### config.mk
export PLATFORM = sky130hd
export DESIGN_NAME = pipe_stage_skid
export DESIGN_NICKNAME = d
export VERILOG_FILES = /design/src/rtl/pipe_stage_skid_pkg.sv /design/src/rtl/pipe_stage_skid_gen_en_dff.sv /design/src/rtl/pipe_stage_skid.sv
export SDC_FILE = /design/constraint.sdc
export NUM_CORES = 2
export LEC_CHECK = 0
export CAP_MARGIN = 20
export CORE_MARGIN = 4
export CORE_UTILIZATION = 50
export CTS_CLUSTER_DIAMETER = 80
export DETAILED_ROUTE_END_ITERATION = 6
export PLACE_DENSITY_LB_ADDON = 0.2
export SYNTH_ARGS = -nofsm -noshare
export SYNTH_HDL_FRONTEND = slang
export SYNTH_SLANG_ARGS = --single-unit
### constraint.sdc
create_clock -name clk -period 32.8 [get_ports clk]
set_input_delay 9.84 -clock clk [delete_from_list [all_inputs] [get_ports clk]]
set_output_delay 9.84 -clock clk [all_outputs]
set_load 0.02 [all_outputs]
### src/rtl/pipe_stage_skid_pkg.sv
// Shared defines for the ID/EX skid stage: occupancy-state encoding,
// pipeline hold levels and the NOP instruction pattern.
package pipe_stage_skid_pkg;

  // Occupancy states; the encoding doubles as the occ_o count.
  localparam logic [1:0] ST_EMPTY = 2'd0;
  localparam logic [1:0] ST_ONE   = 2'd1;
  localparam logic [1:0] ST_FULL  = 2'd2;

  // Pipeline hold levels; a stage is held when the request is at or above its level.
  localparam int unsigned HOLD_NONE = 0;
  localparam int unsigned HOLD_PC   = 1;
  localparam int unsigned HOLD_IF   = 2;
  localparam int unsigned HOLD_ID   = 3;

  // addi x0, x0, 0 -- the canonical RISC-V NOP.
  localparam logic [31:0] INST_NOP = 32'h0000_0013;

endpackage

### src/rtl/pipe_stage_skid_gen_en_dff.sv
// Enabled DW-bit register with asynchronous reset to DEF_VAL.
module gen_en_dff #(
  parameter int unsigned    DW      = 288,
  parameter logic [DW-1:0]  DEF_VAL = '0
) (
  input  logic          clk,
  input  logic          rst,
  input  logic          en_i,
  input  logic [DW-1:0] d_i,
  output logic [DW-1:0] q_o
);

  logic [DW-1:0] data_q;

  // Load d_i when enabled; reset returns the register to DEF_VAL.
  always_ff @(posedge clk or posedge rst) begin
    if (rst) begin
      data_q <= DEF_VAL;
    end else if (en_i) begin
      data_q <= d_i;
    end
  end

  assign q_o = data_q;

endmodule

### src/rtl/pipe_stage_skid.sv
// Two-entry skid pipeline stage (head + skid) with hold and flush.
//
// Handshake: a beat moves on a port only in a cycle where valid and ready
// are both 1 at the rising edge. in_ready_o depends only on registered state,
// hold_flag_i and flush_i (never on out_ready_i or in_valid_i), and
// out_valid_o is never withdrawn by the stage except by hold, flush or reset;
// out_data_o stays stable while out_valid_o=1 and out_ready_i=0.
module pipe_stage_skid
  import pipe_stage_skid_pkg::*;
#(
  parameter int unsigned   DW         = 288,
  parameter logic [DW-1:0] DEF_VAL    = '0,
  parameter int unsigned   HFW        = 3,
  parameter int unsigned   HOLD_LEVEL = HOLD_ID
) (
  input  logic           clk,
  input  logic           rst,
  input  logic           in_valid_i,
  input  logic [DW-1:0]  in_data_i,
  output logic           in_ready_o,
  output logic           out_valid_o,
  output logic [DW-1:0]  out_data_o,
  input  logic           out_ready_i,
  input  logic [HFW-1:0] hold_flag_i,
  input  logic           flush_i,
  output logic [1:0]     occ_o
);

  logic [1:0]    state_q, state_d;
  logic          head_en, skid_en;
  logic [DW-1:0] head_d, skid_d;
  logic [DW-1:0] head_q, skid_q;
  logic          hold_en, in_fire, out_fire;

  assign hold_en     = (32'(hold_flag_i) >= HOLD_LEVEL);
  assign in_ready_o  = (state_q != ST_FULL)  & ~hold_en & ~flush_i;
  assign out_valid_o = (state_q != ST_EMPTY) & ~hold_en & ~flush_i;
  assign in_fire     = in_valid_i & in_ready_o;
  assign out_fire    = out_valid_o & out_ready_i;
  assign out_data_o  = (state_q != ST_EMPTY) ? head_q : DEF_VAL;
  assign occ_o       = state_q;

  // Next-state and entry-load decode; flush overrides everything, hold
  // suppresses both fires so the stage simply keeps its contents.
  always_comb begin
    state_d = state_q;
    head_en = 1'b0;
    head_d  = in_data_i;
    skid_en = 1'b0;
    skid_d  = in_data_i;
    if (flush_i) begin
      state_d = ST_EMPTY;
      head_en = 1'b1;
      head_d  = DEF_VAL;
      skid_en = 1'b1;
      skid_d  = DEF_VAL;
    end else begin
      case (state_q)
        ST_EMPTY: begin
          if (in_fire) begin
            head_en = 1'b1;
            state_d = ST_ONE;
          end
        end
        ST_ONE: begin
          if (in_fire && out_fire) begin
            head_en = 1'b1;
          end else if (in_fire) begin
            skid_en = 1'b1;
            state_d = ST_FULL;
          end else if (out_fire) begin
            head_en = 1'b1;
            head_d  = DEF_VAL;
            state_d = ST_EMPTY;
          end
        end
        ST_FULL: begin
          if (out_fire) begin
            head_en = 1'b1;
            head_d  = skid_q;
            skid_en = 1'b1;
            skid_d  = DEF_VAL;
            state_d = ST_ONE;
          end
        end
        default: begin
          // Unreachable encoding: recover to empty.
          state_d = ST_EMPTY;
          head_en = 1'b1;
          head_d  = DEF_VAL;
          skid_en = 1'b1;
          skid_d  = DEF_VAL;
        end
      endcase
    end
  end

  // Occupancy state register.
  always_ff @(posedge clk or posedge rst) begin
    if (rst) begin
      state_q <= ST_EMPTY;
    end else begin
      state_q <= state_d;
    end
  end

  gen_en_dff #(.DW(DW), .DEF_VAL(DEF_VAL)) u_head (
    .clk  (clk),
    .rst  (rst),
    .en_i (head_en),
    .d_i  (head_d),
    .q_o  (head_q)
  );

  gen_en_dff #(.DW(DW), .DEF_VAL(DEF_VAL)) u_skid (
    .clk  (clk),
    .rst  (rst),
    .en_i (skid_en),
    .d_i  (skid_d),
    .q_o  (skid_q)
  );

endmodule

==> key figures <==
Outcome
  – Outcome: finished clean

CTS
  – Max H-tree Level: 2
  – Setup bufs post-CTS: 0
  – Clock buffer depth: 3
  – Root buffer cell: clkbuf_16
  – Clock sink count: 578
  – Clk_lat worst skew: 0.60 ns
  – Post-CTS Resized: 0
  – Total CTS buffers: 58
  – CTS Hold Bufs: 0
  – CTS tree: done
  – CTS clk-pin slew, worst paths: 0.06 ns

Timing
  – Layout Skew: 0.00929 ns
  – Setup TNS: 0 ns
  – Slew @ Worst Pin: 1.15 ns
  – Hold WS: 0.479 ns
  – Max-slew headroom: 23.6%
  – Endpoints failing setup: 0
  – Slew Viols, Final: 0
  – Highest clock rate: 0.0467 GHz
  – Final worst setup slack: 11.38 ns
  – Fin crit share: 65.3%
  – RSZ-0062 raised after global routing: no
  – Minimum clock period: 21.42 ns
  – Final hold vios: 0

Drt
  – Drt via density: 5.93
  – Pre-Repair DR Iteration Count: 5
  – Total Wirelength: 76.3 mm
  – Remaining DRCs: 0
  – Antenna viol nets, final: 0
  – Via count: 18,800
  – DR iter-0 viols: 1,392
  – Drt wl/cell: 24.0 um

Die
  – I/O pin cnt: 588
  – Core Region: 50,000 um^2
  – Die area: 54,100 um^2
  – Die height: 233 um
  – Die X: 233 um
  – Row cnt: 82
  – Starting Density: 50.5%

Worst setup path
  – CP max FO: 6
  – Reg2reg path depth: 6
  – Critical Path End Type: output port
  – Critical path data required time: 22.96 ns
  – CP Class: in -> out
  – Crit path DAT: 11.58 ns
  – Worst setup SP type: input pin

Finish
  – Design area: 33,500 um^2
  – Layout area overhead: 33.0%
  – Commonest non-fill, non-tap cell in the layout: clkdlybuf4s50_1
  – Share of layout cells above drive strength 1: 5.31%
  – Fin util: 67.1%
  – Layout fillers: 3,688
  – Fin cells: 3,177
  – Most frequent cells in the layout: 587 x clkdlybuf4s50_1, 578 x dfrtp_1, 289 x nor2b_1
  – Fin nets: 2,732

Min path
  – Hold WC Path Type: reg -> reg
  – Hold depth: 1

Logic synthesis
  – Synthesized area: 25,200 um^2
  – Syn_nets: 2,247
  – Cells after synthesis: 1,951
  – Yosys reg bits: 578
  – Post-synthesis cell type count: 22
  – Seq/Total Area, Yosys: 57.4%
  – Syn. warnings: 0
  – Mapped Avg Cell Area: 12.9 um^2

Global routing
  – Vias in the first global route: 19,400
  – Total grt overflow: 0
  – Initial antenna violation count: 24
  – GRT Total Usage: 27.2%
  – Largest net degree at the start of global routing: 206
  – First-pass GRT wire length: 117 mm

Job
  – Max-cap viol count: 0

Power and ir drop
  – Leak pwr: 16.1 nW
  – Worst vdd ir: 0.0407 mV
  – Power per cell area: 48.5 nW/um^2
  – Final Power: 1.63 mW

Place
  – Number of port buffers: 587
  – GP Congestion: 0.889
  – DP Worst Slack: 11.40 ns
  – Detailed Place HPWL: 47.0 mm
  – DP Cell Count: 3,047
  – Dpl cell area: 31,400 um^2
## cells by family after synthesis
kind of cell,Yosys count,synth area share [%]
buffers and inverters,193,3.37
muxes,288,11.4
and+or+nand+nor,304,7.47
DFF,578,57.4
AOI/OAI and AO/OA,588,20.4
## synth_stat cells
library cell    n  area (um^2)
dfrtp_1       578        14500
nor2b_1       289         1810
a22o_1        288         2520
mux2i_1       288         2880
o2bb2ai_1     288         2520
buf_2         100          500
clkbuf_1       81          304
buf_1          10         37.5
nor2_1          7         26.3
nand2_1         4         15.0
o21ai_0         4         20.0
a21oi_1         3         15.0
inv_1           2         7.51
a211o_1         1         8.76
a211oi_2        1         12.5
a211oi_4        1         20.0
a21oi_2         1         8.76
a31o_2          1         8.76
nand2b_1        1         6.26
nand3_1         1         5.00
nor3b_1         1         7.51
nor4b_2         1         15.0
## critical path, cell delays in order
cell and delay (ns):
clkdlybuf4s50_1 0.55, a211o_1 0.43, nor2_1 0.13, clkdlybuf4s50_1 0.62
## cell type report
cell class / instances / area (um^2) / area share (%)
clock inverters: 11 / 205 / 0.612
multi-input cells: 1180 / 9950 / 29.7
well taps: 672 / 841 / 2.51
repair buffers: 616 / 6120 / 18.3
diodes: 21 / 52.6 / 0.157
flip-flops and latches: 578 / 14500 / 43.1
clock buffers: 97 / 1880 / 5.61
inverters: 2 / 15.0 / 0.0448
## state kept, by name, indices dropped and copies added, names as in the netlist
register / flops
u_head.q_o: 288
occ_o: 2
u_skid.q_o: 288
## final timing paths
| path | start | end | slack (ns) |
|---|---|---|---|
| min in group asynchronous | rst | u_head.q_o[262] | 9.79 |
| max | flush_i | out_valid_o | 11.38 |
| max reg2reg | occ_o[1] | u_head.q_o[103] | 28.37 |
| min reg2reg | u_head.q_o[82] | u_head.q_o[82] | 0.48 |
| min | u_head.q_o[82] | u_head.q_o[82] | 0.48 |
| max in group asynchronous | rst | u_head.q_o[78] | 19.91 |
## routing by layer
metal / track usage, % / wire length [um] / vias up
li1: - / - / 8234
met1: 36.3 / 31200 / 9788
met2: 41.7 / 36200 / 665
met3: 8.21 / 6330 / 137
met4: 11.0 / 2570 / 8
met5: 0 / 55 / -
## report_power, final
group | internal [mW] | switching [mW] | leakage, nW
logic | 0.0729 | 0.0873 | 7.11
registers | 0.737 | 0.0131 | 7.96
clock network | 0.435 | 0.280 | 1.03
total | 1.24 | 0.380 | 16.1
(Power assumes the default switching activity.)
